<file path="src/rtl/id_ex_stage_pkg.sv">
`default_nettype none
// +------------------------------------------------------------------+
// | id_ex_stage_pkg: shared widths, ALU opcodes, forward selects      |
// | Revision: 1.0                                                      |
// +------------------------------------------------------------------+
package id_ex_stage_pkg;

  localparam int DEF_DATA_W = 8;
  localparam int DEF_RA_W   = 3;
  localparam int DEF_OP_W   = 2;

  localparam logic [1:0] ALU_ADD = 2'b00;
  localparam logic [1:0] ALU_SUB = 2'b01;
  localparam logic [1:0] ALU_AND = 2'b10;
  localparam logic [1:0] ALU_OR  = 2'b11;

  typedef enum logic [1:0] {
    FWD_REG   = 2'd0,
    FWD_EXMEM = 2'd1,
    FWD_MEMWB = 2'd2
  } fwd_sel_t;

endpackage
`default_nettype wire

</file>
<file path="src/rtl/id_ex_stage_fwd_mux.sv">
`default_nettype none
// +------------------------------------------------------------------+
// | id_ex_stage_fwd_mux: per-operand EX/MEM > MEM/WB > regfile select |
// | Revision: 1.0                                                      |
// +------------------------------------------------------------------+
module id_ex_stage_fwd_mux
  import id_ex_stage_pkg::*;
#(
  parameter int DATA_W = DEF_DATA_W,
  parameter int RA_W   = DEF_RA_W
) (
  input  logic [RA_W-1:0]   i_rs,
  input  logic [DATA_W-1:0] i_reg_data,
  input  logic              i_exmem_valid,
  input  logic              i_exmem_reg_write,
  input  logic [RA_W-1:0]   i_exmem_rd,
  input  logic [DATA_W-1:0] i_exmem_result,
  input  logic              i_memwb_valid,
  input  logic              i_memwb_reg_write,
  input  logic [RA_W-1:0]   i_memwb_rd,
  input  logic [DATA_W-1:0] i_memwb_data,
  output logic [DATA_W-1:0] o_data,
  output fwd_sel_t          o_sel
);

  logic w_exmem_hit;
  logic w_memwb_hit;

  assign w_exmem_hit = i_exmem_valid && i_exmem_reg_write &&
                       (i_exmem_rd != '0) && (i_exmem_rd == i_rs);
  assign w_memwb_hit = i_memwb_valid && i_memwb_reg_write &&
                       (i_memwb_rd != '0) && (i_memwb_rd == i_rs);

  // r0 is hardwired to zero no matter what the register file returned
  always_comb begin
    o_sel  = FWD_REG;
    o_data = i_reg_data;
    if (i_rs == '0) begin
      o_data = '0;
    end else if (w_exmem_hit) begin
      o_sel  = FWD_EXMEM;
      o_data = i_exmem_result;
    end else if (w_memwb_hit) begin
      o_sel  = FWD_MEMWB;
      o_data = i_memwb_data;
    end
  end

endmodule
`default_nettype wire

</file>
<file path="src/rtl/id_ex_stage.sv">
`default_nettype none
// +------------------------------------------------------------------+
// | id_ex_stage: ID/EX register with forwarding and load-use bubbles  |
// | Revision: 1.0                                                      |
// +------------------------------------------------------------------+
module id_ex_stage
  import id_ex_stage_pkg::*;
#(
  parameter int DATA_W = DEF_DATA_W,
  parameter int RA_W   = DEF_RA_W,
  parameter int OP_W   = DEF_OP_W
) (
  input  logic              clk,
  input  logic              reset,
  input  logic              stall,
  input  logic              flush,
  input  logic              id_valid,
  input  logic [RA_W-1:0]   id_rs1,
  input  logic [RA_W-1:0]   id_rs2,
  input  logic [RA_W-1:0]   id_rd,
  input  logic [DATA_W-1:0] id_rs1_data,
  input  logic [DATA_W-1:0] id_rs2_data,
  input  logic [DATA_W-1:0] id_imm,
  input  logic              id_use_imm,
  input  logic [OP_W-1:0]   id_alu_op,
  input  logic              id_reg_write,
  input  logic              id_mem_read,
  input  logic              id_mem_write,
  input  logic              exmem_valid,
  input  logic              exmem_reg_write,
  input  logic [RA_W-1:0]   exmem_rd,
  input  logic [DATA_W-1:0] exmem_result,
  input  logic              memwb_valid,
  input  logic              memwb_reg_write,
  input  logic [RA_W-1:0]   memwb_rd,
  input  logic [DATA_W-1:0] memwb_data,
  output logic              ex_valid,
  output logic [DATA_W-1:0] ex_a,
  output logic [DATA_W-1:0] ex_b,
  output logic [OP_W-1:0]   ex_alu_op,
  output logic [RA_W-1:0]   ex_rd,
  output logic              ex_reg_write,
  output logic              ex_mem_read,
  output logic              ex_mem_write,
  output logic [DATA_W-1:0] ex_store_data,
  output logic              load_use_hazard,
  output logic [7:0]        bubble_count
);

  logic              r_valid;
  logic [RA_W-1:0]   r_rs1;
  logic [RA_W-1:0]   r_rs2;
  logic [RA_W-1:0]   r_rd;
  logic [DATA_W-1:0] r_rs1_data;
  logic [DATA_W-1:0] r_rs2_data;
  logic [DATA_W-1:0] r_imm;
  logic              r_use_imm;
  logic [OP_W-1:0]   r_alu_op;
  logic              r_reg_write;
  logic              r_mem_read;
  logic              r_mem_write;
  logic [7:0]        r_bubble_count;

  logic [DATA_W-1:0] w_fwd_rs1;
  logic [DATA_W-1:0] w_fwd_rs2;
  fwd_sel_t          w_sel_rs1;
  fwd_sel_t          w_sel_rs2;
  logic              w_hazard;

  id_ex_stage_fwd_mux #(.DATA_W(DATA_W), .RA_W(RA_W)) u_fwd_rs1 (
    .i_rs              (r_rs1),
    .i_reg_data        (r_rs1_data),
    .i_exmem_valid     (exmem_valid),
    .i_exmem_reg_write (exmem_reg_write),
    .i_exmem_rd        (exmem_rd),
    .i_exmem_result    (exmem_result),
    .i_memwb_valid     (memwb_valid),
    .i_memwb_reg_write (memwb_reg_write),
    .i_memwb_rd        (memwb_rd),
    .i_memwb_data      (memwb_data),
    .o_data            (w_fwd_rs1),
    .o_sel             (w_sel_rs1)
  );

  id_ex_stage_fwd_mux #(.DATA_W(DATA_W), .RA_W(RA_W)) u_fwd_rs2 (
    .i_rs              (r_rs2),
    .i_reg_data        (r_rs2_data),
    .i_exmem_valid     (exmem_valid),
    .i_exmem_reg_write (exmem_reg_write),
    .i_exmem_rd        (exmem_rd),
    .i_exmem_result    (exmem_result),
    .i_memwb_valid     (memwb_valid),
    .i_memwb_reg_write (memwb_reg_write),
    .i_memwb_rd        (memwb_rd),
    .i_memwb_data      (memwb_data),
    .o_data            (w_fwd_rs2),
    .o_sel             (w_sel_rs2)
  );

  // rs2 only matters when it feeds the ALU or supplies store data
  assign w_hazard = r_valid && r_mem_read && id_valid && (r_rd != '0) &&
                    ((r_rd == id_rs1) ||
                     ((r_rd == id_rs2) && (!id_use_imm || id_mem_write)));

  always_ff @(posedge clk) begin
    if (reset) begin
      r_valid        <= 1'b0;
      r_rs1          <= '0;
      r_rs2          <= '0;
      r_rd           <= '0;
      r_rs1_data     <= '0;
      r_rs2_data     <= '0;
      r_imm          <= '0;
      r_use_imm      <= 1'b0;
      r_alu_op       <= ALU_ADD;
      r_reg_write    <= 1'b0;
      r_mem_read     <= 1'b0;
      r_mem_write    <= 1'b0;
      r_bubble_count <= '0;
    end else if (flush) begin
      r_valid     <= 1'b0;
      r_reg_write <= 1'b0;
      r_mem_read  <= 1'b0;
      r_mem_write <= 1'b0;
    end else if (stall) begin
      // Latch forwarded values so a producer retiring during the hold is kept
      if (w_sel_rs1 != FWD_REG) r_rs1_data <= w_fwd_rs1;
      if (w_sel_rs2 != FWD_REG) r_rs2_data <= w_fwd_rs2;
    end else if (w_hazard) begin
      r_valid     <= 1'b0;
      r_reg_write <= 1'b0;
      r_mem_read  <= 1'b0;
      r_mem_write <= 1'b0;
      if (r_bubble_count != 8'hFF) r_bubble_count <= r_bubble_count + 8'd1;
    end else begin
      r_valid     <= id_valid;
      r_rs1       <= id_rs1;
      r_rs2       <= id_rs2;
      r_rd        <= id_rd;
      r_rs1_data  <= id_rs1_data;
      r_rs2_data  <= id_rs2_data;
      r_imm       <= id_imm;
      r_use_imm   <= id_use_imm;
      r_alu_op    <= id_alu_op;
      r_reg_write <= id_reg_write;
      r_mem_read  <= id_mem_read;
      r_mem_write <= id_mem_write;
    end
  end

  assign ex_valid        = r_valid;
  assign ex_a            = w_fwd_rs1;
  assign ex_b            = r_use_imm ? r_imm : w_fwd_rs2;
  assign ex_store_data   = w_fwd_rs2;
  assign ex_alu_op       = r_alu_op;
  assign ex_rd           = r_rd;
  assign ex_reg_write    = r_valid && r_reg_write;
  assign ex_mem_read     = r_valid && r_mem_read;
  assign ex_mem_write    = r_valid && r_mem_write;
  assign load_use_hazard = w_hazard;
  assign bubble_count    = r_bubble_count;

endmodule
`default_nettype wire

</file>
<file path="config.mk">
export PLATFORM = sky130hd
export DESIGN_NAME = id_ex_stage
export DESIGN_NICKNAME = d
export VERILOG_FILES = /design/src/rtl/id_ex_stage_pkg.sv /design/src/rtl/id_ex_stage_fwd_mux.sv /design/src/rtl/id_ex_stage.sv
export SDC_FILE = /design/constraint.sdc
export NUM_CORES = 1
export LEC_CHECK = 0
export BUFFER_PORTS_ARGS = -buffer_cell sky130_fd_sc_hd__buf_2
export CORE_MARGIN = 10
export CORE_UTILIZATION = 43
export CTS_BUF_LIST = sky130_fd_sc_hd__clkbuf_2
export DETAILED_ROUTE_END_ITERATION = 10
export PLACE_DENSITY_LB_ADDON = 0.15
export SETUP_SLACK_MARGIN = 0.4
export SYNTH_ARGS = -nofsm -noshare
export SYNTH_HDL_FRONTEND = slang
export SYNTH_SLANG_ARGS = --single-unit
export TNS_END_PERCENT = 1
</file>
<file path="constraint.sdc">
create_clock -name clk -period 5.28 [get_ports clk]
set_clock_uncertainty 0.15 [all_clocks]
set_input_delay 0.528 -clock clk [delete_from_list [all_inputs] [get_ports clk]]
set_output_delay 0.528 -clock clk [all_outputs]
set_load 0.1 [all_outputs]
</file>
==> flow_summary.toml, run 1 <==
[critical_path]
end_kind = "output port"
critPathTopFamily = "simple AND/OR/NAND/NOR gates"
cp_data_required_time_ps = 4600
worst-path-stages = 6
max_stage_delay_ps = 900
crit_type = "flop to output port"
crit_chain = "xor2_1 -> nor3_1 -> a221oi_1 -> o21bai_1 -> o31ai_1 -> buf_2"
worst-r2r-setup-slack_ps = 2710
crit_buf_inv = 1
cp.arrival_ps = 3230
r2r-end = "r_rs2_data[4]$_SDFFE_PP0P_"
slowest_stage = "nor3_1"
r2r-start = "r_rs2[2]$_SDFFE_PP0P_"
reg2regPathDepth = 5
critPathMaxFanout = 8
crit_path_start_kind = "flop"

[timing]
finalCriticalPeriod_ps = 3906
fin_crit_sh_pct = 73.98
worstMarginPinSlew_ps = 1134
max-slew-margin-rel_pct = 23.82
hold_violations = 0
final-max-slew-violation-count = 0
setup_viol = 0
grt_setup_unrepaired = "false"
setup_ws_ps = 1374
timing.fmax_ghz = 0.2560
tns_ps = 0

[synth]
synth_edf_count = 0
synthFlopType = "dfxtp_1"
avgSynthCellArea_um2 = 8.118
synthTopCellsByCount = "48 x dfxtp_1, 39 x o21ai_0, 27 x a21oi_1"
synth.top_cells.by_area = "dfxtp_1 32%, o21ai_0 6.4%, a2bb2oi_1 4.6%, a21oi_1 4.5%, nand3_1 4.0%"
netlist_area_um2 = 3028
synth.most_common_cell = "dfxtp_1"
ys_warn_count = 0
synth_seq_area_share_pct = 31.74
ys_ff_latch = 48
synth.top_cell.area_share_pct = 31.74
synth_cells = 373
async_flop_share_pct = 0
ys_types = 43
yosysTopAreaCell = "dfxtp_1"
syn_nets = 444

[outcome]
status = "completed"

[power]
peakVddDrop_mv = 0.1058
p_total_uw = 825.9
p_leak_nw = 1.461
p_per_area_nw_per_um2 = 228.8

[global_routing]
grt_pass1_vias = 3335
grt_pass1_wl_mm = 17.15
grtUsageTotal_pct = 18.63
grt_max_degree = 47
overflow = 0
antenna_found_initial = 0

[drt]
num_vias = 3426
firstDrtPassIters = 4
postRouteAntennaNets = 0
post_drt_wl_per_cell_um = 19.39
viasPerCell = 6.140
drcViolationCount = 0
drt_wl_total_mm = 10.82
drt_iter0_drc = 247

[worst_hold_path]
hold_depth = 3
min_from = "id_rd[0]"
worstHoldPathType = "input pin to flop"
whs_endpoint = "ex_rd[0]$_SDFFE_PP0P_"

[floorplan]
die_h_um = 103.9
dieWidth_um = 103.9
ios = 112
rows = 30
start_util_pct = 44.32
die-area_um2 = 10800
core_area_um2 = 6832

[clock_network]
cts_buffers = 5
cts_root_buf = "clkbuf_2"
clk_pin_slew_ps = 280
postCtsSetupRepairBufs = 0
htree_levels = 2
holdBufCountCts = 0
clock-sinks = 48
clk_path_buf_depth = 2
cts_resized = 0
cts_tree = "done"
insertion_delay_ps = 460

[final_layout]
syn_to_final_growth_pct = 19.21
nNetsFinal = 532
final_cell_area_um2 = 3610
diodes = 0
fin_util_pct = 52.84
multi_input_area_um2 = 1889
seq_area_um2 = 960.9
fillers = 711
drive_gt1_share_pct = 28.79

[run]
cap_violations = 0

[placement]
post-place-ws_ps = 1773
dpl_cell_area_um2 = 3563
hpwl_mm = 7.971
io_buffers = 111
routabilityCongestion = 0.9008
## where the power goes
part	internal (mW)	leakage, nW	switching, mW
clock network	0.0352	0.0314	0.137
logic	0.0793	1.04	0.180
registers	0.380	0.392	0.0143
total	0.495	1.46	0.331
## routing by layer
| layer | GRT usage (%) | up-vias | wire (µm) |
|---|---|---|---|
| met5 | 0 | - | 0 |
| met4 | 6.362 | 0 | 247 |
| met3 | 5.638 | 26 | 1041 |
| met2 | 29.64 | 193 | 5031 |
| met1 | 23.29 | 1593 | 4497 |
| li1 | - | 1614 | - |
## cells by family (layout without fill, tap and decap cells)
logic type / after synthesis / in the layout / share of synthesized area, %
DFF: 48 / 48 / 31.74
and+or+nand+nor: 105 / 105 / 18.22
buffers and inverters: 38 / 127 / 5.868
muxes: 5 / 5 / 1.694
AOI/OAI and AO/OA: 158 / 158 / 36.86
xor gates and xnor gates: 18 / 18 / 5.207
adders and majority gates: 1 / 1 / 0.4132
## how the worst max path moves through the flow
stage          endpoint  slack [ps]                  start
2_1_floorplan   ex_b[0]         680            memwb_rd[2]
3_5_place_dp    ex_b[1]        1770            memwb_rd[2]
6_report        ex_b[0]        1370  r_rs2[2]$_SDFFE_PP0P_
3_3_place_gp    ex_b[0]        1800            memwb_rd[2]
5_1_grt         ex_b[1]        1110  r_rs2[2]$_SDFFE_PP0P_
4_1_cts         ex_b[1]        1460  r_rs2[2]$_SDFFE_PP0P_
## area by class of cell
type                    instances  area share [%]
multi-input cells             287           52.34
flip-flops and latches         48           26.62
repair buffers                113           15.81
well taps                      96           3.328
clock buffers                   5          0.6932
inverters                       6          0.6239
clock inverters                 3          0.5893
## registers in the layout (all words and copies together), names as in the netlist
register / flops
bubble_count: 8
r_imm: 8
r_rs1_data: 8
r_rs2_data: 8
ex_rd: 3
r_rs1: 3
r_rs2: 3
ex_alu_op: 2
ex_valid: 1
r_mem_read: 1
r_mem_write: 1
r_reg_write: 1
r_use_imm: 1
## worst register-to-register path: stages (launching register included)
cell and delay, ps:
dfxtp_1 550, xnor2_1 180, nand4_1 580, nand3_2 450
and3_1 400, a211oi_1 130
## cells in the final DEF, fill, tap and decap left out, types with 7 or more instances in the layout
master	instances
buf_2	111
dfxtp_1	48
o21ai_0	38
a21oi_1	27
nor2_1	24
nand3_1	24
a2bb2oi_1	16
a31oi_1	16
a211oi_1	16
a221oi_1	13
xor2_1	12
nor3_1	12
and2_1	11
nand2_1	11
o31ai_1	11
or4_1	7
## stage by stage
step	hold WS, ps	cells
floorplan	303.9	373
global placement	308.1	550
detailed placement	316.6	550
CTS	106.3	558
global route	75.85	558
finish	124.5	558
No activity file was read; power rests on OpenSTA's default activity.
==> run 2, diff against run 1 <==
--- a/config.mk
+++ b/config.mk
@@ -5,6 +5,7 @@
 export SDC_FILE = /design/constraint.sdc
 export NUM_CORES = 1
 export LEC_CHECK = 0
+export ABC_AREA = 1
 export BUFFER_PORTS_ARGS = -buffer_cell sky130_fd_sc_hd__buf_2
 export CORE_MARGIN = 10
 export CORE_UTILIZATION = 43
==> constraint.sdc (replaced) <==
create_clock -name clk -period 3.4 [get_ports clk]
set_clock_uncertainty 0.15 [all_clocks]
set_input_delay 0.34 -clock clk [delete_from_list [all_inputs] [get_ports clk]]
set_output_delay 0.34 -clock clk [all_outputs]
set_load 0.1 [all_outputs]
==> flow_summary.toml, run 2 <==
[outcome]
status = "completed"

[synth]
syn_nets = 625
netlist_area_um2 = 3381
synthFlopType = "dfxtp_1"
yosysTopAreaCell = "dfxtp_1"
synth.top_cells.by_area = "dfxtp_1 28%, nand2_1 19%, nor2_1 7.9%, nand3_1 7.8%, inv_1 7.0%"
synth.top_cell.area_share_pct = 28.42
async_flop_share_pct = 0
synth_cells = 554
ys_types = 29
synth_seq_area_share_pct = 28.42
synth_edf_count = 0
synth.most_common_cell = "nand2_1"
avgSynthCellArea_um2 = 6.102
synthTopCellsByCount = "168 x nand2_1, 71 x nor2_1, 63 x inv_1"
ys_warn_count = 0
ys_ff_latch = 48

[final_layout]
drive_gt1_share_pct = 23.02
syn_to_final_growth_pct = 23.98
final_cell_area_um2 = 4192
fillers = 817
nNetsFinal = 740
final_cell_mix = "168 x nand2_1, 110 x buf_2, 71 x nor2_1"
diodes = 0
layout_commonest_cell = "nand2_1"

[placement]
dpl_cell_area_um2 = 3954
hpwl_mm = 8.164
post-place-ws_ps = 990.0
io_buffers = 111
routabilityCongestion = 0.9450

[drt]
drt_iter0_drc = 197
postRouteAntennaNets = 0
viasPerCell = 4.878
post_drt_wl_per_cell_um = 13.87
drt_wl_total_mm = 10.69
firstDrtPassIters = 4
drcViolationCount = 0
num_vias = 3761

[timing]
setup_ws_ps = 579.2
worstMarginPinSlew_ps = 794.7
max-slew-margin-rel_pct = 46.61
finalCriticalPeriod_ps = 2821
hold_violations = 0
timing.fmax_ghz = 0.3545
final-max-slew-violation-count = 0
setup_viol = 0
grt_setup_unrepaired = "true"
fin_crit_sh_pct = 82.97

[power]
p_per_area_nw_per_um2 = 367.6
peakVddDrop_mv = 0.2167
intPower_uw = 932.1
p_total_mw = 1.541
power.switching_uw = 608.7
pwr-share-comb_pct = 34.8
clkPwrFrac_pct = 25.1
p_seq_share_pct = 40.0
p_leak_nw = 2.292
switching_share_pct = 39.50

[floorplan]
ios = 112
start_util_pct = 43.98
dieWidth_um = 108.7
core_area_um2 = 7687
die-area_um2 = 11810
die_h_um = 108.7
rows = 32

[clock_network]
cts_root_buf = "clkbuf_2"
htree_levels = 2
postCtsSetupRepairBufs = 0
cts_tree = "done"
clk_path_buf_depth = 2
cts_buffers = 5
insertion_delay_ps = 440
clock-sinks = 48
clk_pin_slew_ps = 240

[critical_path]
end_kind = "output port"
cp.arrival_ps = 2330
crit_type = "flop to output port"
crit_path_start_kind = "flop"
cp_data_required_time_ps = 2910
critPathMaxFanout = 17

[worst_hold_path]
worstHoldPathType = "input pin to flop"

[global_routing]
overflow = 0
grt_max_degree = 38
grtUsageTotal_pct = 17.87
grt_pass1_vias = 3724
grt_pass1_wl_mm = 17.55
antenna_found_initial = 0

[run]
cap_violations = 0
==> run 2: final timing paths <==
| path | startpoint | to | slack, ps | cells after the start |
|---|---|---|---|---|
| hold reg to reg | ex_alu_op[0]$_SDFFE_PP0P_ | ex_alu_op[0]$_SDFFE_PP0P_ | 330 | 2 |
| setup reg to reg | ex_valid$_SDFFE_PP0N_ | r_rs1_data[7]$_SDFFE_PP0P_ | 1250 | 9 |
| setup / recovery | r_rs2[0]$_SDFFE_PP0P_ | ex_b[0] | 580 | 9 |
| hold / removal | id_rd[2] | ex_rd[2]$_SDFFE_PP0P_ | 40 | 3 |
==> run 2: area by class of cell <==
class                   instances  area [µm²]  area share, %
inverters                      74       277.8          6.627
multi-input cells             412        2017          48.12
clock buffers                   5       25.02         0.5970
well taps                     102       127.6          3.045
clock inverters                 2       60.06          1.433
repair buffers                128       723.2          17.25
flip-flops and latches         48       960.9          22.93
==> run 2: what timing repair did <==
item | 4_1_cts | 5_1_grt
setup endpoints to repair | 0 | 5
hold buffers | 14 | 1
endpoints found under the hold margin | 14 | 1
gates resized for setup | 0 | 1
==> run 2: kinds of logic (layout without fill, tap and decap cells) <==
group | after synthesis | after routing | synth area share [%]
adders and majority gates | 1 | 1 | 0.3700
DFF | 48 | 48 | 28.42
AOI/OAI and AO/OA | 55 | 55 | 8.993
xor gates and xnor gates | 10 | 10 | 2.591
buffers and inverters | 94 | 209 | 11.92
and+or+nand+nor | 346 | 346 | 47.70
==> run 2: worst max-delay path, cell delays in order, from the launching register on <==
cell and delay (ps):
dfxtp_1 430, inv_1 90, nand2_1 60, nand2_1 70, nor2_2 150, nand3_4 190, nand3_1 140, nand2_1 130
o21ai_0 190, buf_2 460
==> run 2: routing by layer <==
layer	GRT usage, %	up-vias	routed length, µm	part of all wire [%]
met5	0	-	0	0
met1	22.23	1662	4831	45
met4	3.672	0	107	1.0
met2	29.87	112	4846	45
li1	-	1979	-	-
met3	5.428	8	909	8.5
==> run 2: power groups by stage <==
stage          clock (mW)  combinational (mW)  sequential [mW]
2_1_floorplan           0               0.381            0.649
3_3_place_gp            0               0.520            0.627
3_5_place_dp            0               0.523            0.627
4_1_cts             0.398               0.537            0.617
5_1_grt             0.423               0.585            0.622
6_report            0.387               0.537            0.617
==> run 2: per-stage QoR <==
step           hold WS, ps  util, %  cells  setup TNS (ps)
3_5_place_dp         305.7    51.43    749               0
2_1_floorplan        289.1        -    554           -1951
3_3_place_gp         298.9    51.43    749               0
6_report             41.77    54.52    771               0
5_1_grt             0.7729    54.52    771               0
4_1_cts             0.2905    54.36    770               0
==> run 3, diff against run 2 <==
--- a/config.mk
+++ b/config.mk
@@ -5,7 +5,7 @@
 export SDC_FILE = /design/constraint.sdc
 export NUM_CORES = 1
 export LEC_CHECK = 0
-export ABC_AREA = 1
+export ABC_AREA = 0
 export BUFFER_PORTS_ARGS = -buffer_cell sky130_fd_sc_hd__buf_2
 export CORE_MARGIN = 10
 export CORE_UTILIZATION = 43
==> constraint.sdc (replaced) <==
create_clock -name clk -period 2.87 [get_ports clk]
set_clock_uncertainty 0.15 [all_clocks]
set_input_delay 0.287 -clock clk [delete_from_list [all_inputs] [get_ports clk]]
set_output_delay 0.287 -clock clk [all_outputs]
set_load 0.1 [all_outputs]
==> flow_summary.toml, run 3 (synthesis results as in run 1) <==
[timing]
grt_setup_unrepaired = "true"
finalCriticalPeriod_ps = 2982
fin_crit_sh_pct = 103.9
setup_ws_ps = -112.4
timing.fmax_ghz = 0.3353
hold_violations = 0
final-max-slew-violation-count = 0
worstMarginPinSlew_ps = 1108
max-slew-margin-rel_pct = 26.06
setup_viol = 15

[clock_network]
insertion_delay_ps = 440
clock-sinks = 48
cts_root_buf = "clkbuf_2"
clk_pin_slew_ps = 270
clk_path_buf_depth = 2
cts_tree = "done"
cts_buffers = 5
htree_levels = 2

[floorplan]
ios = 112
die_h_um = 103.9
start_util_pct = 44.32
die-area_um2 = 10800
dieWidth_um = 103.9
core_area_um2 = 6832
rows = 30

[global_routing]
grtUsageTotal_pct = 21.59
grt_max_degree = 32
grt_pass1_wl_mm = 19.78
overflow = 0
grt_pass1_vias = 3734
antenna_found_initial = 0

[critical_path]
critPathMaxFanout = 5
crit_type = "flop to output port"
end_kind = "output port"
cp.arrival_ps = 2550
cp_data_required_time_ps = 2430
crit_path_start_kind = "flop"

[power]
p_leak_nw = 1.861
p_total_mw = 1.731
peakVddDrop_mv = 0.2465
p_per_area_nw_per_um2 = 350.3

[placement]
post-place-ws_ps = 115.7
routabilityCongestion = 0.9075
dpl_cell_area_um2 = 3910
io_buffers = 111
hpwl_mm = 8.478

[outcome]
violations = "negative setup slack"
status = "complete, but fails checks"

[drt]
postRouteAntennaNets = 0
post_drt_wl_per_cell_um = 20.44
num_vias = 3645
drcViolationCount = 0
firstDrtPassIters = 5
drt_wl_total_mm = 12.39
viasPerCell = 6.015
drt_iter0_drc = 210

[final_layout]
drive_gt1_share_pct = 43.73
final_cell_mix = "84 x buf_2, 39 x dfxtp_1, 38 x o21ai_0"
layout_commonest_cell = "buf_2"
diodes = 0
syn_to_final_growth_pct = 63.22
final_cell_area_um2 = 4942
fillers = 504
fin_util_pct = 72.34
nNetsFinal = 580

[worst_hold_path]
worstHoldPathType = "input pin to flop"

[run]
cap_violations = 0
==> run 3: changes by cell type in the layout (fill, tap and decap cells not counted), sizes merged, moves of 22 or more <==
cell	previous run	this run
o21ai	17	39
nor2	78	24
nand3	59	26
buf	112	137
nand2	179	11
inv	72	5
==> run 3: per-layer routing <==
metal | part of all wire [%] | vias to the layer above | GRT usage (%)
li1 | - | 1716 | -
met2 | 51 | 190 | 37.88
met3 | 6.3 | 25 | 4.089
met5 | 0 | - | 0
met1 | 41 | 1714 | 25.55
met4 | 2.3 | 0 | 7.455
==> run 3: per-stage QoR <==
step           TNS (ps)  hold WS (ps)  cells
5_1_grt           -2345         4.933    606
6_report         -823.5         37.83    606
4_1_cts          -565.2         35.11    605
3_3_place_gp          0         309.6    568
2_1_floorplan         0         277.2    373
3_5_place_dp          0         314.3    568
==> run 3: worst paths after layout <==
path | from | to | slack, ps | depth (start not counted)
max | r_rs2[2]$_SDFFE_PP0P_ | ex_b[6] | -110 | 7
min reg2reg | ex_alu_op[0]$_SDFFE_PP0P_ | ex_alu_op[0]$_SDFFE_PP0P_ | 340 | 2
max reg2reg | r_rs2[0]$_SDFFE_PP0P_ | r_rs2_data[0]$_SDFFE_PP0P_ | 530 | 7
min | id_rs2_data[4] | r_rs2_data[4]$_SDFFE_PP0P_ | 40 | 3
==> run 3: timing repair <==
action,in CTS,in global routing
gates cloned,1,0
hold buffers,24,0
resized for setup,132,19
setup buffers,4,1
setup endpoints to repair,25,25
hold endpoints to repair,24,0
pin swaps,23,12
==> run 3: power breakdown <==
part / total, mW / switching [mW] / internal, mW
clock network: 0.303 / 0.237 / 0.0652
logic: 0.693 / 0.410 / 0.284
registers: 0.735 / 0.0363 / 0.699
==> run 3: layout make-up <==
type	count	area, µm²	share of cell area, %
clock buffers	6	30.03	0.6076
repair buffers	161	1320	26.71
multi-input cells	287	2449	49.54
inverters	6	27.53	0.5570
flip-flops and latches	48	979.7	19.82
well taps	96	120.1	2.430
clock inverters	2	16.27	0.3291
==> run 3: critical path, cell delays in order, from the launching register on <==
cell,delay [ps]
dfxtp_2,400
xor2_2,150
or4_4,570
buf_8,170
a221oi_4,300
o21bai_4,210
o31ai_4,90
buf_12,210
